### config.mk
export PLATFORM = sky130hd
export DESIGN_NAME = layer3_weight_sched
export DESIGN_NICKNAME = d
export VERILOG_FILES = /design/src/rtl/cnn_sched_pkg.sv /design/src/rtl/cnn_weight_cnt.sv /design/src/rtl/layer3_weight_sched.sv
export SDC_FILE = /design/constraint.sdc
export NUM_CORES = 1
export LEC_CHECK = 0
export BUFFER_PORTS_ARGS = -buffer_cell sky130_fd_sc_hd__buf_2
export CORE_MARGIN = 2
export CORE_UTILIZATION = 50
export CTS_BUF_LIST = sky130_fd_sc_hd__clkbuf_8
export DETAILED_ROUTE_END_ITERATION = 12
export PLACE_DENSITY = 0.73
export SLEW_MARGIN = 20
export SYNTH_ARGS = -nofsm -noshare
export SYNTH_HDL_FRONTEND = slang
export SYNTH_SLANG_ARGS = --single-unit
### constraint.sdc
create_clock -name clk -period 3.1 [get_ports clk]
set_clock_uncertainty 0.05 [all_clocks]
set_input_delay 0.62 -clock clk [delete_from_list [all_inputs] [get_ports clk]]
set_output_delay 0.62 -clock clk [all_outputs]
set_load 0.005 [all_outputs]
### src/rtl/cnn_sched_pkg.sv
// Shared scheduler definitions: FSM state encoding and word-counter width.
package cnn_sched_pkg;

  localparam int unsigned CNT_W = 20;

  typedef enum logic [1:0] {
    IDLE  = 2'd0,
    LOAD1 = 2'd1,
    LOAD2 = 2'd2,
    LOAD3 = 2'd3
  } state_t;

endpackage

### src/rtl/cnn_weight_cnt.sv
// Word counter with synchronous clear, increment and a last-word flag
// raised when the count equals the supplied limit.
module cnn_weight_cnt
  import cnn_sched_pkg::*;
(
  input  logic             clk,
  input  logic             rst_n,
  input  logic             clr_i,
  input  logic             inc_i,
  input  logic [CNT_W-1:0] limit_i,
  output logic             last_o
);

  logic [CNT_W-1:0] count_q;

  always_ff @(posedge clk or negedge rst_n) begin
    if (!rst_n) begin
      count_q <= '0;
    end else if (clr_i) begin
      count_q <= '0;
    end else if (inc_i) begin
      count_q <= count_q + 1'b1;
    end
  end

  assign last_o = (count_q == limit_i);

endmodule

### src/rtl/layer3_weight_sched.sv
// Streams weight words into conv1, conv2 and downsample-conv in sequence.
// Optional sticky protocol-error flag: define LAYER3_WEIGHT_SCHED_ERR_EN.
module layer3_weight_sched
  import cnn_sched_pkg::*;
#(
  parameter int DATA_WIDTH = 32,
  parameter int W1_NUM     = 32768,
  parameter int W2_NUM     = 589824,
  parameter int W3_NUM     = 32768
) (
  input  logic                  clk,
  input  logic                  reset,
  input  logic                  start,
  input  logic                  valid_in,
  input  logic [DATA_WIDTH-1:0] weight_in,
  output logic                  ready_out,
  output logic                  valid_weight_out1,
  output logic                  valid_weight_out2,
  output logic                  valid_weight_out3,
  output logic [DATA_WIDTH-1:0] weight_out1,
  output logic [DATA_WIDTH-1:0] weight_out2,
  output logic [DATA_WIDTH-1:0] weight_out3,
  output logic                  busy,
  output logic                  done
`ifdef LAYER3_WEIGHT_SCHED_ERR_EN
  , output logic                err
`endif
);

  state_t                state_q;
  logic                  v1_q, v2_q, v3_q, done_q;
  logic [DATA_WIDTH-1:0] w1_q, w2_q, w3_q;
  logic [CNT_W-1:0]      limit;
  logic                  xfer, last, cnt_clr;

  assign ready_out = (state_q != IDLE);
  assign xfer      = valid_in && ready_out;
  assign cnt_clr   = (xfer && last) || (state_q == IDLE && start);

  always_comb begin
    limit = '0;
    case (state_q)
      LOAD1:   limit = CNT_W'(W1_NUM - 1);
      LOAD2:   limit = CNT_W'(W2_NUM - 1);
      LOAD3:   limit = CNT_W'(W3_NUM - 1);
      default: limit = '0;
    endcase
  end

  cnn_weight_cnt u_cnt (
    .clk     (clk),
    .rst_n   (reset),
    .clr_i   (cnt_clr),
    .inc_i   (xfer),
    .limit_i (limit),
    .last_o  (last)
  );

  always_ff @(posedge clk or negedge reset) begin
    if (!reset) begin
      state_q <= IDLE;
      v1_q    <= 1'b0;
      v2_q    <= 1'b0;
      v3_q    <= 1'b0;
      done_q  <= 1'b0;
      w1_q    <= '0;
      w2_q    <= '0;
      w3_q    <= '0;
    end else begin
      v1_q   <= 1'b0;
      v2_q   <= 1'b0;
      v3_q   <= 1'b0;
      done_q <= 1'b0;
      case (state_q)
        IDLE: if (start) state_q <= LOAD1;
        LOAD1: if (xfer) begin
          w1_q <= weight_in;
          v1_q <= 1'b1;
          if (last) state_q <= LOAD2;
        end
        LOAD2: if (xfer) begin
          w2_q <= weight_in;
          v2_q <= 1'b1;
          if (last) state_q <= LOAD3;
        end
        LOAD3: if (xfer) begin
          w3_q <= weight_in;
          v3_q <= 1'b1;
          if (last) begin
            state_q <= IDLE;
            done_q  <= 1'b1;
          end
        end
        default: state_q <= IDLE;
      endcase
    end
  end

  // busy stays up through the done cycle so it falls one cycle after done
  assign busy              = (state_q != IDLE) || done_q;
  assign done              = done_q;
  assign valid_weight_out1 = v1_q;
  assign valid_weight_out2 = v2_q;
  assign valid_weight_out3 = v3_q;
  assign weight_out1       = w1_q;
  assign weight_out2       = w2_q;
  assign weight_out3       = w3_q;

`ifdef LAYER3_WEIGHT_SCHED_ERR_EN
  logic err_q;

  always_ff @(posedge clk or negedge reset) begin
    if (!reset) begin
      err_q <= 1'b0;
    end else if ((state_q == IDLE && valid_in) || (state_q != IDLE && start)) begin
      err_q <= 1'b1;
    end
  end

  assign err = err_q;
`endif

endmodule

**After elaboration in Yosys (flattened, before gate mapping)**

Cells that the tools add are included.

- $add $sub $neg: 1
- Equal/unequal tests: 11
- Muxes and demuxes: 18
- Reduce and logical (&&, ||, !) cells: 13

Operators by type and width:

| cell | number |
|---|---|
| 20-bit 2-to-1 mux | 2 |
| 20-bit case mux with 2 select lines | 1 |
| 20-bit by 1-bit adder with 20-bit output, second input constant | 1 |
| 20-bit equality test | 1 |
| 2-bit 2-to-1 mux | 7 |
| 2-bit != test, second input constant | 7 |
| 2-bit case mux with 4 select lines | 1 |
| 1-bit 2-to-1 mux | 7 |
| 7-bit AND reduction | 1 |
| 2-bit AND reduction | 3 |
| 2-bit equality test, second input constant | 2 |
| 2-bit nonzero test | 2 |
| 1-bit logical AND | 3 |
| 2-bit by 1-bit equality test with 1-bit output, second input constant | 1 |
| 2-bit zero test | 1 |
| 1-bit logical OR | 2 |
| 2-bit OR reduction | 1 |

- Flip-flop bits (word level): 122
- Bits of input ports: 36
- Output and inout bits: 102
- Word-level logic and storage cells: 52

**Depth between registers and ports, before layout**

Gate-level depths: netlist of run 1.

- Depth after elaboration: 7
- Depth in mapped cells: 9
- Gate-level depth less buffers: 7

**By module**

From an unflattened synthesis of run 1, not the netlist that was laid out.

- Cell total of the unflattened synthesis: 368
- Area, all modules: 5,495.3 um2

By module, submodules not included:

| module | times used | cells each | area each (um2) | seq. area each (um2) |
|---|---|---|---|---|
| layer3_weight_sched | 1 | 233 | 4,262.8 | 2,552.4 |
| cnn_weight_cnt | 1 | 135 | 1,232.4 | 500.5 |

**Worst setup path after synthesis of run 1**

No wires, ideal clock.

- Path type: register to register
- Start: register state_q[0]
- End: register state_q[1]
- Library setup time: 0.128 ns
- Data arrival time: 2.234 ns
- Required time: 2.922 ns
- Path slack: 0.689 ns
- Cell stages (with the launch flop): 9
- Path buffers: 1
- Period minus slack after synthesis: 2.411 ns
- Cell sequence: dfrtp_1 inv_1 ha_1 buf_6 or4b_1 nor4_2 o2111ai_1 a2bb2oi_1 mux2_1

- Longest elaborated chain between the ends: 6
- Elaborated cells on any way between the ends: 18
- Classes of those cells: eq/ne (11); mux (2); reduce/logical (5)

RTL lines:

| item | RTL line | source |
|---|---|---|
| from (decl) | layer3_weight_sched.sv:30 | `state_t state_q;` |
| from (signal assigned) | layer3_weight_sched.sv:61 | `state_q <= IDLE;` |
| from (signal assigned) | layer3_weight_sched.sv:75 | `IDLE: if (start) state_q <= LOAD1;` |
| from (signal assigned) | layer3_weight_sched.sv:79 | `if (last) state_q <= LOAD2;` |
| 2-bit equality test or 2-bit by 1-bit equality test with 1-bit output (tied branches) | layer3_weight_sched.sv:42, layer3_weight_sched.sv:74 |  |
| 2-bit OR reduction (no source line) | n/a |  |
| 20-bit case mux with 2 select lines | layer3_weight_sched.sv:42 | `case (state_q)` |
| 20-bit equality test | cnn_weight_cnt.sv:26 | `assign last_o = (count_q == limit_i);` |
| 2-bit != test (no source line) | n/a |  |
| 7-bit AND reduction (no source line) | n/a |  |

Several ways; a longest one is shown, not always the timed one.
A chain may end at the register's enable or synchronous reset.

**Worst setup path after layout of run 1**

Same ends and word-level chain as after synthesis.

==> out/metrics.cfg, run 1 <==
[die]
num_rows = 36
fp.dieH_um = 104.0
dieArea_um2 = 10810
core_um2 = 9729
start_util_pct = 51.38
ios = 138
die_w_um = 104.0

[pwr]
power_density_nw_per_um2 = 987.3
internal-power_mw = 4.314
netSwitchingFraction_pct = 30.47
p_switching_mw = 1.890
combPwrFrac_pct = 34.2
pwr-share-seq_pct = 42.2
ir_worst_vdd_v = 0.0005566
leakage_nw = 3.025
clkPwrFrac_pct = 23.6

[layout]
final_common_cell = buf_2
finalNetCount = 543
drive_above_1_share_pct = 54.28
antenna_cells = 0
area_growth_pct = 25.73
final_cell_mix = buf_2, dfrtp_1, mux2_2
final_util_pct = 64.60
layout.cells.non_filler = 647

[sta]
worst_pin_slew_ns = 0.5632
hold_viol_final = 0
rsz0062_at_grt = no
min_period_ns = 2.741
tns_ns = 0
setup_viol = 0
fin_crit_sh_pct = 88.41
drv_slew = 0
setup_slack_ns = 0.3592
slew_headroom_pct = 62.37
max_freq_mhz = 364.9

[global_routing]
antenna_found_initial = 0
gr-total-overflow = 0
grt_start_max_net_pins = 66
grt_pass1_wl_mm = 17.27
grtUsageTotal_pct = 20.47
grt_pass1_vias = 3383

[run]
cap_violations = 0

[routing]
wl_per_cell_um = 16.29
vias = 3328
wl_met3_um = 866
drt_first_pass_iters = 4
route.met2.wl_mm = 5.022
drc = 0
drtAntennaViolNets = 0
highest_layer = met4
routed_via_density = 5.144
routed_wl_mm = 10.54
first_iter_violations = 90
met1_length_mm = 4.506

[critical_path]
crit_end = state_q[1]
cp_data_arrival_time_ns = 3.00
path_class = register to register
required_ns = 3.36
max_stage_delay_ns = 0.50
r2r-end = state_q[1]
crit_path_top_delay_cell = or4b_1
r2r_cells = 7
cp-start-kind = register
r2r-start = state_q[0]
r2r_setup_slack_ns = 0.36
startpoint = state_q[0]
crit_path_max_fanout = 10
critPathCaptureType = register
crit_chain = inv_1 > ha_1 > or4b_1 > nor4_2 > o2111ai_1 > a2bb2oi_1 > mux2_1

[clocking]
cts_tree = built
htreeDepth = 4
cts_buffer_depth = 2
cts_buffers = 17
cts.clk_slew.worst_paths_ns = 0.07
cts.sinks = 122
worstSkewPairLatency_ns = 0.42
cts_repair_resize_count = 0
cts-root-buf = clkbuf_8

[synth]
ys.flop_type = dfrtp_1
synth_cell_types = 43
synth_compound_area_share_pct = 2.753
muxShareOfSynthArea_pct = 22.05
yosysWarningCount = 0
synthCells = 353
yosysSeqAreaShare_pct = 61.08
synth_fa_ha_area_share_pct = 1.252
synth_top_family_by_area = multiplexers
ys_seq_elements = 122
syn_area_um2 = 4999
syn_avg_cell_area_um2 = 14.16
synth_nets = 394
yosys.area_share.simple_pct = 7.610
synth-edff-count = 0
synthArstFlopShare_pct = 100.0
synth_xor_area_share_pct = 3.154

[placed_design]
place_inst = 615
dp_hpwl_mm = 7.330
place.gp.congestion = 0.8414
post-place-ws_ns = 0.3700
port_buffers = 137

[hold_path]
hold_class = input pin to register

[outcome]
status = finished clean

metrics by stage:
| stage | total power [mW] | hold slack (ns) | area [um2] |
|---|---|---|---|
| CTS | 6.283 | 0.3790 | 6285 |
| floorplan | 3.787 | 0.2744 | 4999 |
| finish | 6.205 | 0.4010 | 6285 |
| global route | 6.596 | 0.3724 | 6285 |
| detailed placement | 4.797 | 0.4376 | 5858 |
| global placement | 4.702 | 0.4306 | 5858 |
Yosys cell counts, types with 2 or more instances:
library cell,count,area (um2)
nor3_1,6,30.03
xor2_1,4,35.03
xnor2_1,14,122.6
o21ai_0,2,10.01
nor2_1,22,82.58
buf_6,2,22.52
nor4_1,5,31.28
clkbuf_1,6,22.52
mux2_2,96,1081
dfrtp_1,122,3053
or3_1,5,31.28
inv_1,10,37.54
nand2_1,14,52.55
ha_1,5,62.56
nand3_1,7,35.03
buf_1,6,22.52
worst min path at each step:
stage | start | end | slack (ns) | cells past startpoint
after CTS | weight_in[6] | weight_out3[6] | 0.38 | 2
after global placement | weight_out2[6] | weight_out2[6] | 0.43 | 1
final | weight_in[6] | weight_out3[6] | 0.40 | 2
after detailed placement | weight_out2[3] | weight_out2[3] | 0.44 | 1
after global routing | weight_in[7] | weight_out1[7] | 0.37 | 2
after floorplan | reset | done | 0.27 | 0
logic make-up after synthesis:
kind of cell	Yosys count
AOI/OAI and AO/OA	12
muxes	98
and+or+nand+nor	74
adders and majority gates	5
DFF	122
buffers and inverters	24
xor gates and xnor gates	18
timing repair:
| action | in CTS | in global routing |
|---|---|---|
| setup endpoints to repair | 0 | 0 |
| hold buffers | 1 | 0 |
| setup buffers | 0 | 0 |
| endpoints found under the hold margin | 15 | 0 |
metal layers:
metal | global-route usage, % | vias to the layer above
met4 | 6.950 | 0
met5 | 0 | -
met1 | 25.39 | 1668
met2 | 32.05 | 112
met3 | 9.148 | 17
li1 | - | 1531
state kept, by name, indices dropped and copies added (netlist names):
name / flops
state_q: 2
done: 1
valid_weight_out2: 1
u_cnt.count_q: 20
valid_weight_out3: 1
weight_out3: 32
weight_out2: 32
valid_weight_out1: 1
weight_out1: 32
critical path: cells and delay by family (launching register included):
family | cells | cell delay, ns
buf+inv | 1 | 0.12
flops | 1 | 0.40
compound gates | 2 | 0.47
fa+ha+maj | 1 | 0.39
mux | 1 | 0.33
simple gates | 2 | 0.86
final cells by class:
| type | count | area, um2 |
|---|---|---|
| fill | 766 | 3445 |
| timing repair buffer | 144 | 768.2 |
| inverter | 10 | 37.54 |
| tap | 133 | 166.4 |
| clock inverter | 13 | 168.9 |
| clock buffer | 18 | 247.7 |
| sequential | 122 | 3053 |
| multi-input combinational | 207 | 1843 |
power by group through the flow:
stage                     combinational, mW  sequential, mW  clock (mW)
after floorplan                        1.11            2.68           0
after global placement                 2.10            2.60           0
after detailed placement               2.16            2.64           0
after CTS                              2.17            2.62        1.50
after global routing                   2.31            2.71        1.58
final                                  2.12            2.62        1.46
(Power assumes the default switching activity.)
==> run 2, diff against run 1 <==
--- a/config.mk
+++ b/config.mk
@@ -6,6 +6,7 @@
 export NUM_CORES = 1
 export LEC_CHECK = 0
 export BUFFER_PORTS_ARGS = -buffer_cell sky130_fd_sc_hd__buf_2
+export CAP_MARGIN = 40
 export CORE_MARGIN = 2
 export CORE_UTILIZATION = 50
 export CTS_BUF_LIST = sky130_fd_sc_hd__clkbuf_8
==> constraint.sdc (replaced) <==
create_clock -name clk -period 3.1 [get_ports clk]
set_clock_uncertainty 0.05 [all_clocks]
set_input_delay 0.155 -clock clk [delete_from_list [all_inputs] [get_ports clk]]
set_output_delay 0.155 -clock clk [all_outputs]
set_load 0.005 [all_outputs]
==> run 2 against run 1 <==
Against the previous run: power rose by 1.2%; first-iteration DRC count rose by 58%; critical path depth did not move; die area did not move; hold slack got worse by 0.35 ns; sequential share of layout area fell by 2.4 points; sequential power barely moved; count of clock-buffer cells in the layout fell by 1; critical endpoint is now u_cnt.count_q[5]; largest power group unchanged.
==> out/metrics.cfg, run 2 (synthesis gave the netlist of run 1 again) <==
[sta]
slew_headroom_pct = 57.50  ; -4.9 points
hold_slack_ns = 0.04983  ; -0.3511 ns
max_freq_mhz = 366.9  ; +0.57%
hold_viol_final = 0  ; unchanged
tns_ns = 0  ; unchanged
min_period_ns = 2.725  ; -0.01558 ns
setup_viol = 0  ; unchanged
fin_crit_sh_pct = 87.91  ; -0.50 points
worst_pin_slew_ns = 0.6376  ; +0.07434 ns
setup_slack_ns = 0.3748  ; +0.01558 ns
rsz0062_at_grt = no
drv_slew = 0  ; unchanged

[critical_path]
max_stage_delay_ns = 0.49  ; about the same
critPathBufInv = 1  ; unchanged
required_ns = 3.34  ; -0.02 ns
cp-start-kind = register
crit_chain = inv_1 > ha_1 > or4b_1 > nor4_2 > o2111ai_2 > o22ai_4 > nor2_1
critPathCaptureType = register
path_class = register to register
critical_path.top_delay_family = simple AND/OR/NAND/NOR gates
crit_path_top_delay_cell = or4b_1
cp_data_arrival_time_ns = 2.96  ; -0.04 ns
crit_path_max_fanout = 18  ; +8

[global_routing]
gr-total-overflow = 0  ; unchanged
grt_pass1_vias = 3655  ; +8.0%
grtUsageTotal_pct = 21.26  ; +0.79 points
grt_pass1_wl_mm = 18.11  ; +4.8%
grt_start_max_net_pins = 74  ; +12%
antenna_found_initial = 0  ; unchanged

[die]
core_um2 = 9729  ; unchanged
fp.dieH_um = 104.0  ; unchanged
dieArea_um2 = 10810  ; unchanged
num_rows = 36  ; unchanged
ios = 138  ; unchanged
die_w_um = 104.0  ; unchanged
start_util_pct = 51.38  ; unchanged

[outcome]
status = finished clean

[placed_design]
dpl_cell_area_um2 = 5851  ; -0.13%
port_buffers = 137  ; unchanged
dp_hpwl_mm = 7.316  ; -0.20%
post-place-ws_ns = 0.3876  ; +0.01769 ns
place_inst = 614  ; -0.16%
place.gp.congestion = 0.8504  ; +1.1%

[layout]
final_cell_area_um2 = 6605  ; +5.1%
finalNetCount = 574  ; +5.7%
n_fill_cell = 724  ; -5.5%
antenna_cells = 0  ; unchanged
layout.cells.non_filler = 679  ; +4.9%
drive_above_1_share_pct = 50.92  ; -3.4 points
regArea_um2 = 3053  ; unchanged
area_growth_pct = 32.14
final_cell_mix = buf_2, dfrtp_1, mux2_2
final_common_cell = buf_2
final_util_pct = 67.89  ; +3.3 points
multi_input_area_um2 = 1843  ; unchanged

[routing]
drc = 0  ; unchanged
drt_first_pass_iters = 4  ; unchanged
routed_wl_mm = 10.97  ; +4.0%
wl_per_cell_um = 16.15  ; -0.89%
vias = 3476  ; +4.4%
first_iter_violations = 142  ; +58%
drtAntennaViolNets = 0  ; unchanged
routed_via_density = 5.119  ; -0.48%

[run]
cap_violations = 0  ; unchanged

[clocking]
worstSkewPairLatency_ns = 0.43  ; about the same
cts_buffer_depth = 2  ; unchanged
post-cts-setup-buffers = 0  ; unchanged
htreeDepth = 4  ; unchanged
cts.sinks = 122  ; unchanged
cts_tree = built
cts-root-buf = clkbuf_8
cts_buffers = 17  ; unchanged
cts.clk_slew.worst_paths_ns = 0.07  ; about the same

[pwr]
leakage_nw = 3.166  ; +4.7%
ir_worst_vdd_v = 0.0005670  ; +1.9%
total_power_mw = 6.278  ; +1.2%
power_density_nw_per_um2 = 950.4  ; -3.7%

[hold_path]
hold_class = input pin to register

## run 2: cell types whose count changed in the layout (fill, tap and decap cells not counted)
cell,change
clkinv_2,-1
buf_4,-1
dlygate4sd3_1,+32
clkinvlp_4,-2
clkbuf_8,-1
clkinv_4,+2
inv_1,+1
inv_8,+1
inv_6,+1
## run 2: tightest hold or removal path, cell delays in order
cell and delay, ns:
buf_2 0.11, nand2_1 0.12, o21ai_0 0.09
## run 2: timing repair
item	in CTS	in global routing
hold endpoints to repair	145	0
hold buffers	33	0
resized for setup	0	0
setup endpoints to repair	0	0
## run 2: worst paths after layout
check	from	to	slack, ns	depth (start not counted)
setup / recovery	state_q[0]	u_cnt.count_q[5]	0.37	7
hold / removal	valid_in	u_cnt.count_q[0]	0.05	3
setup reg to reg	state_q[0]	u_cnt.count_q[5]	0.37	7
hold reg to reg	weight_out3[19]	weight_out3[19]	0.45	1
max in group asynchronous	reset	u_cnt.count_q[7]	1.95	3
min in group asynchronous	reset	weight_out3[11]	0.22	2
## run 2: cell type report
class / instances / share of cell area (%)
sequential: 122 / 46.22
multi-input combinational: 207 / 27.90
timing repair buffer: 175 / 16.37
clock buffer: 17 / 3.542
clock inverter: 15 / 2.879
tap: 133 / 2.519
inverter: 10 / 0.5683
## run 2: routing by layer
metal	GRT usage (%)	vias up	wire, um
li1	-	1595	-
met4	6.371	0	127
met3	8.396	15	804
met1	25.76	1752	4471
met5	0	-	0
met2	35.20	114	5562
## run 2: report_power, final
part	internal [mW]	switching [mW]	leakage, nW	total [mW]
Combinational	1.25	0.917	1.45	2.16
Clock	0.813	0.676	0.216	1.49
Sequential	2.27	0.352	1.50	2.62
==> run 3, diff against run 2 <==
--- a/config.mk
+++ b/config.mk
@@ -7,6 +7,7 @@
 export LEC_CHECK = 0
 export BUFFER_PORTS_ARGS = -buffer_cell sky130_fd_sc_hd__buf_2
 export CAP_MARGIN = 40
+export CORE_ASPECT_RATIO = 1.75
 export CORE_MARGIN = 2
 export CORE_UTILIZATION = 50
 export CTS_BUF_LIST = sky130_fd_sc_hd__clkbuf_8
==> run 3 against run 2 <==
Against the previous run: routed wire length increased by 3.0%; highest routed layer unchanged; largest cell class unchanged; maximum frequency increased by 0.66%; flip-flop and latch count unchanged; global-route usage grew 1.1 points; sequential share of layout area is essentially flat; largest power group unchanged; cell count down 1.0%.
==> out/metrics.cfg, run 3 (synthesis gave the netlist of run 1 again) <==
[outcome]
status = finished clean

[layout]
drive_above_1_share_pct = 50.64  ; -0.28 points
area_growth_pct = 32.22  ; about the same
antenna_cells = 0  ; unchanged
finalNetCount = 575  ; +0.17%
final_cell_mix = buf_2, dfrtp_1, mux2_2
final_common_cell = buf_2

[sta]
tns_ns = 0  ; unchanged
setup_viol = 0  ; unchanged
worst_pin_slew_ns = 0.5412  ; -0.09637 ns
rsz0062_at_grt = no
drv_slew = 0  ; unchanged
max_freq_mhz = 369.4  ; +0.66%
fin_crit_sh_pct = 87.34  ; -0.58 points
slew_headroom_pct = 62.89  ; +5.4 points
min_period_ns = 2.707  ; -0.01783 ns
hold_viol_final = 0  ; unchanged

[pwr]
total_power_mw = 6.185  ; -1.5%
leakage_nw = 3.167  ; about the same
ir_worst_vdd_v = 0.0005870  ; +3.5%
power_density_nw_per_um2 = 935.9  ; -1.5%

[clocking]
cts.clk_slew.worst_paths_ns = 0.07  ; about the same
cts.sinks = 122  ; unchanged
worstSkewPairLatency_ns = 0.42  ; about the same
htreeDepth = 4  ; unchanged
cts_tree = built
cts-root-buf = clkbuf_8
cts_repair_resize_count = 0  ; unchanged
cts_buffer_depth = 2  ; unchanged
cts_buffers = 17  ; unchanged
post-cts-setup-buffers = 0  ; unchanged

[global_routing]
grt_pass1_wl_mm = 18.15  ; +0.23%
grt_start_max_net_pins = 65  ; -12%
gr-total-overflow = 0  ; unchanged
grt_pass1_vias = 3718  ; +1.7%
grtUsageTotal_pct = 22.32  ; +1.1 points
antenna_found_initial = 0  ; unchanged

[critical_path]
max_stage_delay_ns = 0.48  ; about the same
crit_path_top_delay_cell = or4b_1
crit_path_max_fanout = 18  ; unchanged
crit_chain = inv_1 > ha_1 > or4b_1 > nor4_2 > o2111ai_2 > o22ai_4 > nor2_1
required_ns = 3.33  ; about the same
cp_data_arrival_time_ns = 2.94  ; -0.02 ns
cp-start-kind = register
path_class = register to register
critPathCaptureType = register

[placed_design]
place.gp.congestion = 0.8574  ; +0.82%
dp_hpwl_mm = 7.599  ; +3.9%
port_buffers = 137  ; unchanged

[routing]
drt_first_pass_iters = 6  ; +2
routed_via_density = 5.240  ; +2.3%
wl_per_cell_um = 16.81  ; +4.1%
vias = 3521  ; +1.3%
routed_wl_mm = 11.30  ; +3.0%
drtAntennaViolNets = 0  ; unchanged
drc = 0  ; unchanged
first_iter_violations = 187  ; +32%

[die]
ios = 138  ; unchanged
dieArea_um2 = 10840  ; +0.29%
fp.dieH_um = 136.3  ; +31%
die_w_um = 79.58  ; -23%
start_util_pct = 51.06  ; -0.32 points
core_um2 = 9789  ; +0.62%
num_rows = 48  ; +33%

[hold_path]
hold_class = input pin to register

[run]
cap_violations = 0  ; unchanged

run 3: cell count changes in the layout (fill, tap and decap cells not counted), sizes merged:
cell / change
clkinv: -1
bufinv: -1
inv: -4
clkinvlp: +3
buf: +1
clkbuf: +3
run 3: layer usage:
| layer | GRT usage (%) | routed length [um] |
|---|---|---|
| met5 | 0 | 0 |
| met3 | 7.171 | 569 |
| met1 | 23.48 | 4074 |
| met4 | 11.21 | 348 |
| met2 | 39.26 | 6304 |
run 3: final timing paths:
kind	cells past startpoint	start	slack, ns	to
max	7	state_q[0]	0.39	u_cnt.count_q[19]
min	3	valid_in	0.05	u_cnt.count_q[0]
max reg2reg	7	state_q[0]	0.39	u_cnt.count_q[19]
min reg2reg	1	weight_out2[7]	0.45	weight_out2[7]
max in group asynchronous	4	reset	2.04	u_cnt.count_q[17]
min in group asynchronous	2	reset	0.07	u_cnt.count_q[0]
run 3: critical path, delay by kind of cell (launching register included):
family / cells / cell delay [ns]
AOI/OAI and AO/OA: 2 / 0.65
and+or+nand+nor: 3 / 0.97
adders and majority gates: 1 / 0.37
buffers and inverters: 1 / 0.12
DFF: 1 / 0.40
run 3: cell type report:
class	instances	area [um2]
fillers	686	3181
flip-flops and latches	122	3053
multi-input cells	207	1841
repair buffers	176	1121
clock buffers	20	275.3
well taps	125	156.4
clock inverters	12	125.1
inverters	10	37.54
run 3: power by group:
part | switching, mW | internal, mW
logic | 0.937 | 1.26
clock network | 0.606 | 0.771
registers | 0.337 | 2.27
run 3: what timing repair did:
item / CTS / global route
endpoints found under the setup margin: 0 / 0
endpoints found under the hold margin: 159 / 0
hold buffers: 33 / 0
run 3: through the flow:
step | utilization [%] | std cells | hold slack (ns) | area (um2) | setup WS (ns)
after floorplan | - | 353 | -0.1906 | 4999 | 0.6889
after global placement | 59.76 | 606 | 0.2367 | 5851 | 0.4659
after detailed placement | 59.76 | 606 | 0.2567 | 5851 | 0.3691
after CTS | 67.23 | 671 | 0.01812 | 6581 | 0.3743
after global routing | 67.51 | 672 | 0.04271 | 6609 | 0.1767
final | 67.51 | 672 | 0.04521 | 6609 | 0.3926
